### src/rtl/keep_one_in_n_unzip.sv
// keep_one_in_n_unzip
//   Receive-side inverse of the 8-bit IQ packer. Each input word carries four
//   8-bit symbols (high nibble I, low nibble Q, each {sign, mag[2:0]}). Every
//   accepted word is expanded into four sc16 IQ samples {I16, Q16}, emitted in
//   the packer's order: bytes [23:16], [31:24], [7:0], [15:8].
//
// Parameters
//   WIDTH     AXI-Stream data width, in and out (only 32 is supported).
//   MID_RISE  Fill for the dropped low bits: 0 -> 9'h000, 1 -> 9'h100.
//
// Ports
//   clk       clock
//   reset     synchronous, active-high reset
//   i_tdata   packed word, four 8-bit symbols
//   i_tlast   last packed word of the packet
//   i_tvalid  input valid
//   i_tready  input ready (only when empty, or on the final beat of a word)
//   o_tdata   expanded sample {I16, Q16}
//   o_tlast   last sample of the packet (beat3 of a word tagged i_tlast)
//   o_tvalid  output valid
//   o_tready  output ready
module keep_one_in_n_unzip #(
   parameter int WIDTH    = 32,
   parameter bit MID_RISE = 1'b0
) (
   input  logic             clk,
   input  logic             reset,
   input  logic [WIDTH-1:0] i_tdata,
   input  logic             i_tlast,
   input  logic             i_tvalid,
   output logic             i_tready,
   output logic [WIDTH-1:0] o_tdata,
   output logic             o_tlast,
   output logic             o_tvalid,
   input  logic             o_tready
);

   typedef enum logic {
      EMPTY = 1'b0,
      EMIT  = 1'b1
   } state_t;

   localparam logic [8:0] FILL9 = MID_RISE ? 9'h100 : 9'h000;

   state_t           state_q, state_d;
   logic [1:0]       cnt_q, cnt_d;
   logic [WIDTH-1:0] word_q, word_d;
   logic             last_q, last_d;
   logic             last_beat;
   logic [7:0]       sym;

   // Sign-extend the 3-bit magnitude field into the top of a 16-bit sample.
   function automatic logic [15:0] expand(input logic [3:0] n);
      return {{4{n[3]}}, n[2:0], FILL9};
   endfunction

   assign last_beat = (cnt_q == 2'd3);

   // NOTE: every signal assigned in this always_comb gets a default first, so
   // no path through the case can leave a value unassigned and infer a latch.
   always_comb begin
      state_d  = state_q;
      cnt_d    = cnt_q;
      word_d   = word_q;
      last_d   = last_q;
      i_tready = (state_q == EMPTY) | (o_tready & last_beat);

      unique case (state_q)
         EMPTY: begin
            if (i_tvalid) begin
               state_d = EMIT;
               cnt_d   = 2'd0;
               word_d  = i_tdata;
               last_d  = i_tlast;
            end
         end
         EMIT: begin
            if (o_tready) begin
               if (!last_beat) begin
                  cnt_d = cnt_q + 2'd1;
               end else if (i_tvalid) begin
                  // Reload on the final beat so a continuous stream has no bubble.
                  cnt_d  = 2'd0;
                  word_d = i_tdata;
                  last_d = i_tlast;
               end else begin
                  state_d = EMPTY;
               end
            end
         end
         default: state_d = EMPTY;
      endcase
   end

   // NOTE: sequential state uses non-blocking assignments so every register
   // samples the pre-edge values, independent of statement order.
   always_ff @(posedge clk) begin
      if (reset) begin
         state_q <= EMPTY;
         cnt_q   <= 2'd0;
         word_q  <= '0;
         last_q  <= 1'b0;
      end else begin
         state_q <= state_d;
         cnt_q   <= cnt_d;
         word_q  <= word_d;
         last_q  <= last_d;
      end
   end

   always_comb begin
      sym = 8'h00;
      unique case (cnt_q)
         2'd0: sym = word_q[23:16];
         2'd1: sym = word_q[31:24];
         2'd2: sym = word_q[7:0];
         2'd3: sym = word_q[15:8];
         default: sym = 8'h00;
      endcase
   end

   assign o_tvalid = (state_q == EMIT);
   assign o_tlast  = o_tvalid & last_q & last_beat;
   // Gate with valid so the idle output is zero even when FILL9 is non-zero.
   assign o_tdata  = o_tvalid ? {expand(sym[7:4]), expand(sym[3:0])} : '0;

endmodule

### config.mk
export PLATFORM = sky130hd
export DESIGN_NAME = keep_one_in_n_unzip
export DESIGN_NICKNAME = d
export VERILOG_FILES = /design/src/rtl/keep_one_in_n_unzip.sv
export SDC_FILE = /design/constraint.sdc
export NUM_CORES = 1
export LEC_CHECK = 0
export ABC_AREA = 1
export CORE_ASPECT_RATIO = 0.8
export CORE_MARGIN = 2
export CORE_UTILIZATION = 46
export DETAILED_ROUTE_END_ITERATION = 12
export PLACE_DENSITY = 0.85
export SLEW_MARGIN = 40
export SYNTH_ARGS = -nofsm -noshare
export SYNTH_HDL_FRONTEND = slang
export SYNTH_SLANG_ARGS = --single-unit
### constraint.sdc
create_clock -name clk -period 3.65 [get_ports clk]
set_input_delay 0.9125 -clock clk [delete_from_list [all_inputs] [get_ports clk]]
set_output_delay 0.9125 -clock clk [all_outputs]
set_load 0.02 [all_outputs]
==> out/results.ini <==
[placed_design]
globalplace.congestion = 0.7859
dp_cells = 320
io_buffers = 53
hpwl_mm = 2.814
place_area_um2 = 2165

[yosys]
ys_async_sr_fraction_pct = 0
avgSynthCellArea_um2 = 7.312
syn_area_um2 = 1777
synth_common_cells = 68 x nor2_1, 41 x o21ai_0, 36 x dfxtp_1
ys.flop_type = dfxtp_1
yosys_warnings = 0
syn_inst = 243
ys_ff_latch = 36
synth_top_area_share_pct = 40.56
synth-edff-count = 0
netlist_top_cells_area = dfxtp_1 41%, nor2_1 14%, o21ai_0 12%
synth.most_common_cell = nor2_1
yosys.area.top_type = dfxtp_1
ys_types = 20
yosysSeqAreaShare_pct = 40.56

[finish]
insertedDiodeCount = 0
post-route-util_pct = 61.03
area_delta_synth_final_pct = 28.94
design_area_um2 = 2291
final_cells = 328
fin_nets = 324
drive_gt1_share_pct = 4.577

[setup_path]
arrival_ns = 2.47
cpMostUsedCell = inv_1
cp.buffers_inverters = 3
critPathLaunchType = flip-flop
crit_path_max_incr_delay_ns = 0.68
crit_type = flip-flop to output port
critical-path-top-delay-family = buffers and inverters
cp_slowest_cell = clkdlybuf4s50_1
endpoint_kind = output port
worstPathCellList = inv_1, ha_1, inv_1, o21ai_0, a31oi_1, clkdlybuf4s50_1
critPathRequiredTime_ns = 2.74
crit_path_max_fanout = 9

[sta]
hold_ws_ns = 0.4810
hold_viol = 0
final.setup.tns_ns = 0
min_period_ns = 3.387
post-route-period-util_pct = 92.80
setup-violations-final = 0
skew_ns = 0.002577
maxSlewHeadroom_pct = 50.28
max_freq_mhz = 295.2
worstMarginPinSlew_ns = 0.7450
drv_slew = 0
grt_setup_unrepaired = no

[die]
dieArea_um2 = 4379
num_rows = 20
ios = 72
die_width_um = 73.49
initial_core_util_pct = 47.33
core_region_area_um2 = 3754
die_h_um = 59.59

[clocking]
htree_levels = 2
cts.sinks = 36
clk_pin_slew_ns = 0.07
clockRootBuffer = clkbuf_8
holdBufCountCts = 0
cts_resized = 0
insertion_delay_ns = 0.28
cts_setup_buffers = 0
cts-buffers-inserted = 5
cts.path.max_buffers = 2
cts_tree = yes

[power_and_ir_drop]
powerDensity_nw_per_um2 = 433.9
ir_drop_mv = 0.2249
p_leak_nw = 0.9417

[detailed_routing]
first_iter_violations = 96
totalWireLength_mm = 3.963
wl_per_cell_um = 12.08
vias = 1582
drt_pass1_iterations = 4
ant_nets = 0
drc_errors = 0
viasPerCell = 4.823

[flow_run]
cap_violations = 0

[global_route]
grt_max_degree = 36
grt_pass1_vias = 1429
antenna_found_initial = 0
grt_overflow = 0
grtUsageTotal_pct = 19.96
grt_pass1_wl_mm = 6.527

[min_path]
min_path_type = flip-flop to flip-flop

[status]
status = finished, final reports clean

==> routing by layer <==
layer / vias up / global-route usage [%] / share of wire, %
met3: 2 / 7.993 / 6.4
li1: 820 / - / -
met4: 0 / 5.195 / 0.25
met5: - / 0 / 0
met2: 47 / 31.89 / 48
met1: 713 / 25.16 / 45
==> stage by stage <==
stage	power, mW	worst slack [ns]
after CTS	0.9982	0.2751
final	0.9941	0.2629
after detailed placement	0.6205	0.5075
after global routing	1.040	0.05748
after floorplan	0.5686	1.021
after global placement	0.6152	0.5201
==> cells in the final DEF (no fill, tap or decap) <==
cell type	Yosys	layout
a21oi_1	10	10
a31oi_1	8	8
buf_4	24	1
bufinv_16	0	1
clkbuf_8	0	7
clkdlybuf4s50_1	0	53
conb_1	1	18
dfxtp_1	36	36
ha_1	4	4
inv_1	7	7
inv_4	1	1
nand2_1	23	23
nand2_4	3	3
nand3_1	1	1
nand4_1	1	1
nor2_1	68	68
o21ai_0	41	41
xor2_1	1	1
==> final timing paths <==
path	startpoint	end	slack [ns]	cells after the start
max	cnt_q[0]	o_tdata[14]	0.26	6
min	word_q[19]	word_q[19]	0.48	2
min reg2reg	word_q[19]	word_q[19]	0.48	2
max reg2reg	cnt_q[0]	word_q[16]	1.75	8
==> state kept, by name, indices dropped and copies added, names as in the netlist <==
register / cells
word_q: 32
cnt_q: 2
last_q: 1
o_tvalid: 1
==> tightest hold or removal path, cell delays in order (launching register included) <==
cell and delay, ns:
dfxtp_1 0.32, nor2_1 0.04, nor2_1 0.08
==> where the power goes <==
part           internal [mW]  switching [mW]  leakage, nW
combinational         0.0779          0.0933        0.579
clock                  0.241           0.141       0.0645
sequential             0.423          0.0186        0.298
==> cell families (layout without fill, tap and decap cells) <==
family,after synthesis,in the layout,share of synthesized area [%]
AO/OA/AOI/OAI,59,59,17.18
XOR/XNOR,1,1,0.4930
adder cells (fa/ha/maj),4,4,2.817
buffers and inverters,46,70,16.97
flip-flops,36,36,40.56
other,1,18,0.2111
AND/OR/NAND/NOR,96,96,21.76
==> final cells by class <==
cell class / instances / area, µm²
clock buffers: 7 / 96.34
well taps: 44 / 55.05
fillers: 358 / 1463
multi-input cells: 178 / 818.3
clock inverters: 1 / 30.03
repair buffers: 54 / 538.0
inverters: 8 / 32.53
flip-flops and latches: 36 / 720.7
(Power assumes the default switching activity.)
